--- config.mk ---
export PLATFORM = sky130hd
export DESIGN_NAME = io_input_conditioner
export DESIGN_NICKNAME = d
export VERILOG_FILES = /design/src/rtl/io_cond_pkg.sv /design/src/rtl/key_debouncer.sv /design/src/rtl/io_input_conditioner.sv
export SDC_FILE = /design/constraint.sdc
export NUM_CORES = 1
export LEC_CHECK = 0
export ABC_AREA = 1
export CAP_MARGIN = 30
export CORE_ASPECT_RATIO = 0.9
export CORE_MARGIN = 10
export CORE_UTILIZATION = 30
export CTS_CLUSTER_SIZE = 14
export DETAILED_ROUTE_END_ITERATION = 16
export GPL_TIMING_DRIVEN = 0
export PLACE_DENSITY_LB_ADDON = 0.08
export SYNTH_ARGS = -nofsm -noshare
export SYNTH_HDL_FRONTEND = slang
export SYNTH_SLANG_ARGS = --single-unit
--- constraint.sdc ---
create_clock -name physical_clock -period 4.72 [get_ports physical_clock]
set_input_delay 0.708 -clock physical_clock [delete_from_list [all_inputs] [get_ports physical_clock]]
set_output_delay 0.708 -clock physical_clock [all_outputs]
set_load 0.05 [all_outputs]
--- src/rtl/io_cond_pkg.sv ---
// Shared types and bus geometry for the IO input conditioner.
package io_cond_pkg;

    typedef enum logic [1:0] {
        IDLE         = 2'd0,
        PRESS_WAIT   = 2'd1,
        PRESSED      = 2'd2,
        RELEASE_WAIT = 2'd3
    } deb_state_t;

    localparam int unsigned NUM_SW   = 18;
    localparam int unsigned NUM_KEY  = 4;
    localparam int unsigned IO_WIDTH = 22;
    localparam int unsigned KEY_BASE = 18;

endpackage

--- src/rtl/key_debouncer.sv ---
// One push key: synchroniser, polarity normalisation and a debounce FSM with
// registered level, press and release outputs.
module key_debouncer
    import io_cond_pkg::*;
#(
    parameter int unsigned SYNC_STAGES     = 2,
    parameter int unsigned DEBOUNCE_CYCLES = 500000,
    parameter bit          KEY_ACTIVE_LOW  = 1'b1
) (
    input  logic clk,
    input  logic rst,
    input  logic raw,
    output logic level,
    output logic press,
    output logic released
);
    localparam int unsigned CntW = $clog2(DEBOUNCE_CYCLES);
    localparam logic [CntW-1:0] CntLast = CntW'(DEBOUNCE_CYCLES - 1);

    logic [SYNC_STAGES-1:0] sync_q;
    logic [CntW-1:0]        cnt;
    logic                   p;
    deb_state_t             state;

    // Preload the released level so reset never looks like a press.
    always_ff @(posedge clk or posedge rst) begin
        if (rst) begin
            sync_q <= {SYNC_STAGES{KEY_ACTIVE_LOW}};
        end else begin
            sync_q <= {sync_q[SYNC_STAGES-2:0], raw};
        end
    end

    assign p = sync_q[SYNC_STAGES-1] ^ KEY_ACTIVE_LOW;

    always_ff @(posedge clk or posedge rst) begin
        if (rst) begin
            state    <= IDLE;
            cnt      <= '0;
            level    <= 1'b0;
            press    <= 1'b0;
            released <= 1'b0;
        end else begin
            press    <= 1'b0;
            released <= 1'b0;
            unique case (state)
                IDLE: begin
                    if (p) begin
                        state <= PRESS_WAIT;
                        cnt   <= '0;
                    end
                end
                PRESS_WAIT: begin
                    if (!p) begin
                        state <= IDLE;
                    end else if (cnt == CntLast) begin
                        state <= PRESSED;
                        level <= 1'b1;
                        press <= 1'b1;
                    end else begin
                        cnt <= cnt + 1'b1;
                    end
                end
                PRESSED: begin
                    if (!p) begin
                        state <= RELEASE_WAIT;
                        cnt   <= '0;
                    end
                end
                RELEASE_WAIT: begin
                    if (p) begin
                        state <= PRESSED;
                    end else if (cnt == CntLast) begin
                        state    <= IDLE;
                        level    <= 1'b0;
                        released <= 1'b1;
                    end else begin
                        cnt <= cnt + 1'b1;
                    end
                end
                default: state <= IDLE;
            endcase
        end
    end

endmodule

--- src/rtl/io_input_conditioner.sv ---
// Builds the 22-bit IO_input bus: synchronised switches plus debounced keys,
// with per-key press/release pulses and sticky press events.
module io_input_conditioner
    import io_cond_pkg::*;
#(
    parameter int unsigned SYNC_STAGES     = 2,
    parameter int unsigned DEBOUNCE_CYCLES = 500000,
    parameter bit          KEY_ACTIVE_LOW  = 1'b1
) (
    input  logic                physical_clock,
    input  logic                reset,
    input  logic [NUM_SW-1:0]   raw_sw,
    input  logic [NUM_KEY-1:0]  raw_key,
    input  logic [NUM_KEY-1:0]  event_clr,
    output logic [IO_WIDTH-1:0] IO_input,
    output logic [NUM_KEY-1:0]  key_press,
    output logic [NUM_KEY-1:0]  key_release,
    output logic [NUM_KEY-1:0]  key_event
);
    logic [SYNC_STAGES-1:0][NUM_SW-1:0] sw_sync;
    logic [NUM_KEY-1:0]                 key_level;

    always_ff @(posedge physical_clock or posedge reset) begin
        if (reset) begin
            sw_sync <= '0;
        end else begin
            sw_sync <= {sw_sync[SYNC_STAGES-2:0], raw_sw};
        end
    end

    for (genvar k = 0; k < NUM_KEY; k++) begin : gen_key
        key_debouncer #(
            .SYNC_STAGES     (SYNC_STAGES),
            .DEBOUNCE_CYCLES (DEBOUNCE_CYCLES),
            .KEY_ACTIVE_LOW  (KEY_ACTIVE_LOW)
        ) u_deb (
            .clk      (physical_clock),
            .rst      (reset),
            .raw      (raw_key[k]),
            .level    (key_level[k]),
            .press    (key_press[k]),
            .released (key_release[k])
        );
    end

    // A press arriving with a clear in the same cycle must not be lost.
    always_ff @(posedge physical_clock or posedge reset) begin
        if (reset) begin
            key_event <= '0;
        end else begin
            key_event <= (key_event & ~event_clr) | key_press;
        end
    end

    assign IO_input[NUM_SW-1:0]          = sw_sync[SYNC_STAGES-1];
    assign IO_input[KEY_BASE +: NUM_KEY] = key_level;

endmodule

==> flow_summary.yaml, run 1 <==
status:
  status: "completed"
sta:
  finalHoldViolCount: 0
  finalMaxSlewViolations: 0
  min_period_ps: 2420
  fin_crit_sh_pct: 51.3
  tns_ps: 0
  rsz0062_at_grt: "false"
  fin_ws_ps: 2300
  finalSetupViolations: 0
  worst_clock_skew_ps: 15.6
  tightestPinTransition_ps: 619
  fmax_mhz: 413
  relSlewSlack_pct: 58.7
setup_path:
  end_kind: "output port"
  path_max_fanout: 2
  crit_required_ps: 4010
  crit_type: "reg -> out"
  crit_path_start_kind: "register"
  ff2ff_path_depth: 9
  worstPathArrival_ps: 1710
synthesis:
  synth_cell_types: 28
  synth_fp_nets: 948
  ys_seq_elements: 144
  ys_warn_count: 0
  ys.flop_type: "dfrtp_1"
  async_reset_ff_share_pct: 100
  ys_seq_area_share_pct: 49.6
  syn_inst: 916
  synth_common_cells: "289 x nand2_1, 136 x dfrtp_1, 98 x nor2_1"
  yosysTopAreaCell: "dfrtp_1"
  synth_area_sq_mm: 0.00728
  synth_top_area_share_pct: 46.7
  synth_edf_count: 0
  syn_avg_cell_area_sq_um: 7.95
  synth_area_leaders: "dfrtp_1 47%, nand2_1 15%, nand3_1 5.4%"
  synth.most_common_cell: "nand2_1"
drt:
  wl_met3_microns: 574
  drc: 0
  viasPerCell: 4.40
  vias: 5795
  wirelength_microns: 16900
  highest_layer: "met4"
  drtPass1Iterations: 5
  route.antenna.remaining_nets: 0
  wirelength_met1_microns: 8820
  drtIter0Drc: 411
  wl_per_cell_microns: 12.8
  wl_met2_microns: 7330
global_route:
  grt_pass1_wl_microns: 28800
  antenna_found_initial: 0
  grt-ovfl-total: 0
  grt_pass1_vias: 5585
  grt_max_degree: 80
  globalRouteTotalUtil_pct: 11.4
placement:
  port-buffer-count: 61
  routabilityCongestion: 0.817
  placedInstanceArea_sq_mm: 0.00831
  dp_hpwl_microns: 12200
  dp_slack_ps: 2590
finish:
  finalCoreUtilization_pct: 36.9
  finalNetCount: 1029
  diodes: 0
  area_growth_pct: 22.0
  final_cell_area_sq_mm: 0.00889
  nFillCells: 2483
  drive_above_1_share_pct: 10.5
cts:
  clock-sinks: 144
  h-tree-depth: 4
  cts_hold_buf: 0
  cts_tree: "done"
  post_cts_buffers: 0
  cts_buffers: 17
  cts-root-buf: "clkbuf_16"
  cts_resized: 0
  clock_path_buffers: 2
  clk_latency_ps: 430
  clk_pin_slew_ps: 70
floorplanning:
  die-height_microns: 168
  core-area_sq_mm: 0.0241
  die_x_microns: 184
  dieArea_sq_mm: 0.0309
  io-pin-count: 62
  initial_core_util_pct: 30.3
  rows: 54
worst_hold_path:
  min_path_type: "reg -> reg"
  hold_path_depth: 0
job:
  maxCapViolations: 0
power_and_ir_drop:
  p_leak_nw: 3.80
  ir_drop_mv: 0.178
  p_per_area_mw_per_mm2: 314
  power_mw: 2.79
-- per-layer routing --
| metal | GRT usage, % | vias up |
|---|---|---|
| met4 | 3.35 | 0 |
| met5 | 0 | - |
| li1 | - | 3059 |
| met2 | 17.2 | 69 |
| met1 | 15.6 | 2656 |
| met3 | 2.95 | 11 |
-- final cells by class --
| type | count | area [sq um] | share of cell area, % |
|---|---|---|---|
| Tap cell | 308 | 385 | 4.34 |
| Multi-Input combinational cell | 637 | 2990 | 33.7 |
| Clock buffer | 19 | 453 | 5.10 |
| Inverter | 90 | 358 | 4.03 |
| Buffer | 45 | 328 | 3.69 |
| Sequential cell | 144 | 3610 | 40.7 |
| Clock inverter | 13 | 120 | 1.35 |
| Timing Repair Buffer | 62 | 638 | 7.18 |
-- kinds of logic after synthesis --
group	synth area share [%]
AND/OR/NAND/NOR	31.7
XOR/XNOR	2.52
adder cells (fa/ha/maj)	0.687
buffers and inverters	9.34
AO/OA/AOI/OAI	6.15
flip-flops	49.6
-- cell usage in the layout (no fill, tap or decap) --
cell | Yosys | routed
dfrtp_1 | 136 | 136
o21ai_0 | 71 | 71
inv_2 | 2 | 2
nor2_4 | 7 | 7
clkinv_2 | 0 | 1
clkinv_4 | 0 | 2
nand3_1 | 79 | 79
nand2_1 | 289 | 289
o21ai_1 | 2 | 2
nand3b_1 | 5 | 5
clkinv_8 | 0 | 1
nor2_2 | 2 | 2
inv_1 | 85 | 84
clkbuf_16 | 0 | 17
nand2_4 | 1 | 1
xor2_1 | 15 | 15
clkbuf_1 | 4 | 4
inv_8 | 0 | 2
ha_1 | 4 | 4
buf_6 | 4 | 4
inv_6 | 3 | 9
nand4_1 | 30 | 30
nor3_1 | 2 | 2
and2_1 | 7 | 7
clkinvlp_4 | 0 | 2
nor2_8 | 1 | 1
dfstp_2 | 8 | 8
buf_4 | 33 | 33
nor2_1 | 98 | 98
nand3_2 | 4 | 4
clkdlybuf4s50_1 | 0 | 61
xnor2_1 | 6 | 6
buf_16 | 0 | 1
buf_2 | 4 | 4
clkbuf_8 | 0 | 2
or2_2 | 3 | 3
o21bai_1 | 11 | 11
-- power by group --
part | internal, mW | leakage (nW) | switching [mW]
clock network | 0.721 | 0.278 | 0.594
registers | 1.27 | 1.88 | 0.0259
logic | 0.0687 | 1.64 | 0.110
total | 2.06 | 3.80 | 0.729
-- sequential cells by signal, summed over array words and instances, names as in the netlist, named ones only --
| register | cells |
|---|---|
| gen_key.u_deb.level | 4 |
| gen_key.u_deb.state | 4 |
| sw_sync | 18 |
| gen_key.u_deb.press | 4 |
| IO_input | 18 |
| gen_key.u_deb.sync_q | 8 |
| gen_key.u_deb.released | 4 |
| gen_key.u_deb.cnt | 76 |
| key_event | 4 |
-- metrics by stage --
stage,instances,hold slack (ps)
floorplan,916,331
global placement,1285,331
detailed placement,1286,335
CTS,1318,345
global route,1318,355
finish,1318,342
-- critical path, cell delays in order (launching register included) --
cell	delay, ps
dfrtp_1	340
buf_4	100
clkdlybuf4s50_1	860
-- path summary, 6_finish.rpt --
check                                         from                         end  slack (ps)
setup / recovery            gen_key[2].u_deb.level                IO_input[20]        2300
hold / removal                          sw_sync[2]                 IO_input[2]         340
setup reg to reg           gen_key[3].u_deb.cnt[0]     gen_key[3].u_deb.cnt[7]        2600
hold reg to reg                         sw_sync[2]                 IO_input[2]         340
max in group asynchronous                    reset  gen_key[1].u_deb.sync_q[1]        3150
min in group asynchronous                    reset    gen_key[0].u_deb.cnt[17]         740
Note: power is estimated with default switching activity, not from simulation.
==> run 2, diff against run 1 <==
clock period = 2.01 ns   (was 4.72 ns; I/O delays follow)
==> flow_summary.yaml, run 2 (synthesis gave the netlist of run 1 again) <==
power_and_ir_drop:
  p_sw_mw: 1.70
  p_int_mw: 4.82
  pwr-share-clk_pct: 46.4
  ir_drop_mv: 0.343
  p_seq_share_pct: 46.7
  combPwrFrac_pct: 6.9
  p_leak_nw: 4.03
  swShare_pct: 26.1
  p_per_area_mw_per_mm2: 719
global_route:
  grt_pass1_wl_microns: 28600
  globalRouteTotalUtil_pct: 11.3
  grt_pass1_vias: 5737
  antenna_found_initial: 0
  grt_max_degree: 39
  grt-ovfl-total: 0
sta:
  finalMaxSlewViolations: 0
  fin_ws_ps: 75.6
  tightestPinTransition_ps: 564
  rsz0062_at_grt: "false"
  relSlewSlack_pct: 62.1
  fin_crit_sh_pct: 96.2
  fmax_mhz: 517
  worst_clock_skew_ps: 11.0
  finalHoldViolCount: 0
  holdWs_ps: 225
  finalSetupViolations: 0
  min_period_ps: 1930
cts:
  cts_tree: "done"
  h-tree-depth: 4
  cts_buffers: 17
  clk_latency_ps: 420
  clk_pin_slew_ps: 70
  clock_path_buffers: 2
  cts_hold_buf: 0
  clock-sinks: 144
  cts-root-buf: "clkbuf_16"
setup_path:
  crit_family: "buffers and inverters"
  critical-path-max-stage-delay_ps: 800
  ff2ff_path_depth: 10
  worstPathArrival_ps: 1630
  r2r-start: "gen_key[1].u_deb.cnt[0]"
  path_cells: "buf_4 -> clkdlybuf4s50_1"
  worst_r2r_endpoint: "gen_key[1].u_deb.cnt[0]"
  crit_type: "reg -> out"
  end_kind: "output port"
  slowest_stage: "clkdlybuf4s50_1"
  crit_required_ps: 1710
  rrSetupSlack_ps: 190
  cp_num_buf_inv: 2
  endpoint: "key_release[2]"
  crit_path_start_kind: "register"
  critPathLaunch: "gen_key[2].u_deb.released"
  crit_cells: 2
  path_max_fanout: 1
floorplanning:
  io-pin-count: 62
  core-area_sq_mm: 0.0241
  rows: 54
  initial_core_util_pct: 30.3
  dieArea_sq_mm: 0.0309
  die-height_microns: 168
  die_x_microns: 184
drt:
  drtPass1Iterations: 5
  drc: 0
  wirelength_microns: 16700
  viasPerCell: 4.39
  wl_per_cell_microns: 12.5
  vias: 5843
  route.antenna.remaining_nets: 0
  drtIter0Drc: 328
finish:
  layout_commonest_cell: "nand2_1"
  largest-register: "gen_key.u_deb.cnt"
  diodes: 0
  finalNetCount: 1043
  stdcell_count: 1332
  nFillCells: 2514
  drive_above_1_share_pct: 12.6
  final_cell_area_sq_mm: 0.00907
  area_growth_pct: 24.6
  final_cell_mix: "289 x nand2_1, 132 x dfrtp_1, 96 x nor2_1"
  largest_reg_flops: 76
placement:
  dp_hpwl_microns: 12300
  dp_slack_ps: -107
  routabilityCongestion: 0.839
  port-buffer-count: 61
  placedInstanceArea_sq_mm: 0.00836
  place_inst: 1289
job:
  maxCapViolations: 0
status:
  status: "completed"
worst_hold_path:
  min_path_type: "in -> async"
[run 2: area by class of cell]
cell class                 instances  area, sq um  area share (%)
buffer                            45          328            3.61
clock buffer                      18          429            4.73
clock inverter                    14          135            1.49
inverter                          90          357            3.93
multi-input combinational        637         3030            33.4
sequential                       144         3620            39.9
tap                              308          385            4.25
timing repair buffer              76          792            8.73
[run 2: metrics by stage]
step	total power [mW]	utilization, %	setup TNS (ps)
2_1_floorplan	3.35	-	-12240
3_3_place_gp	3.52	34.4	-227410
3_5_place_dp	3.54	34.8	-1530
4_1_cts	6.65	37.1	0
5_1_grt	6.84	37.7	0
6_report	6.52	37.7	0
[run 2: worst min path at each step]
stage | slack [ps] | endpoint | depth (start not counted)
floorplan | 310 | gen_key[0].u_deb.sync_q[0] | 0
global placement | 330 | IO_input[6] | 0
detailed placement | 340 | IO_input[11] | 0
CTS | 220 | IO_input[11] | 2
global route | 230 | IO_input[11] | 2
finish | 220 | IO_input[11] | 2
[run 2: layer usage]
metal | wire length [microns] | global-route usage (%) | vias up
met5 | 0 | 0 | -
met4 | 127 | 3.24 | 0
met3 | 763 | 3.38 | 10
met2 | 6830 | 15.7 | 102
met1 | 8980 | 16.3 | 2636
li1 | - | - | 3095
[run 2: repair_timing]
| action | in CTS | in global routing |
|---|---|---|
| setup buffers | 0 | 11 |
| resized for setup | 8 | 17 |
| setup endpoints to repair | 42 | 67 |
| pin swaps | 0 | 4 |
[run 2: power groups by stage]
stage	Clock, mW	Combinational (mW)	Sequential (mW)
2_1_floorplan	0	0.272	3.08
3_3_place_gp	0	0.427	3.09
3_5_place_dp	0	0.446	3.10
4_1_cts	3.16	0.448	3.04
5_1_grt	3.28	0.505	3.06
6_report	3.02	0.450	3.05
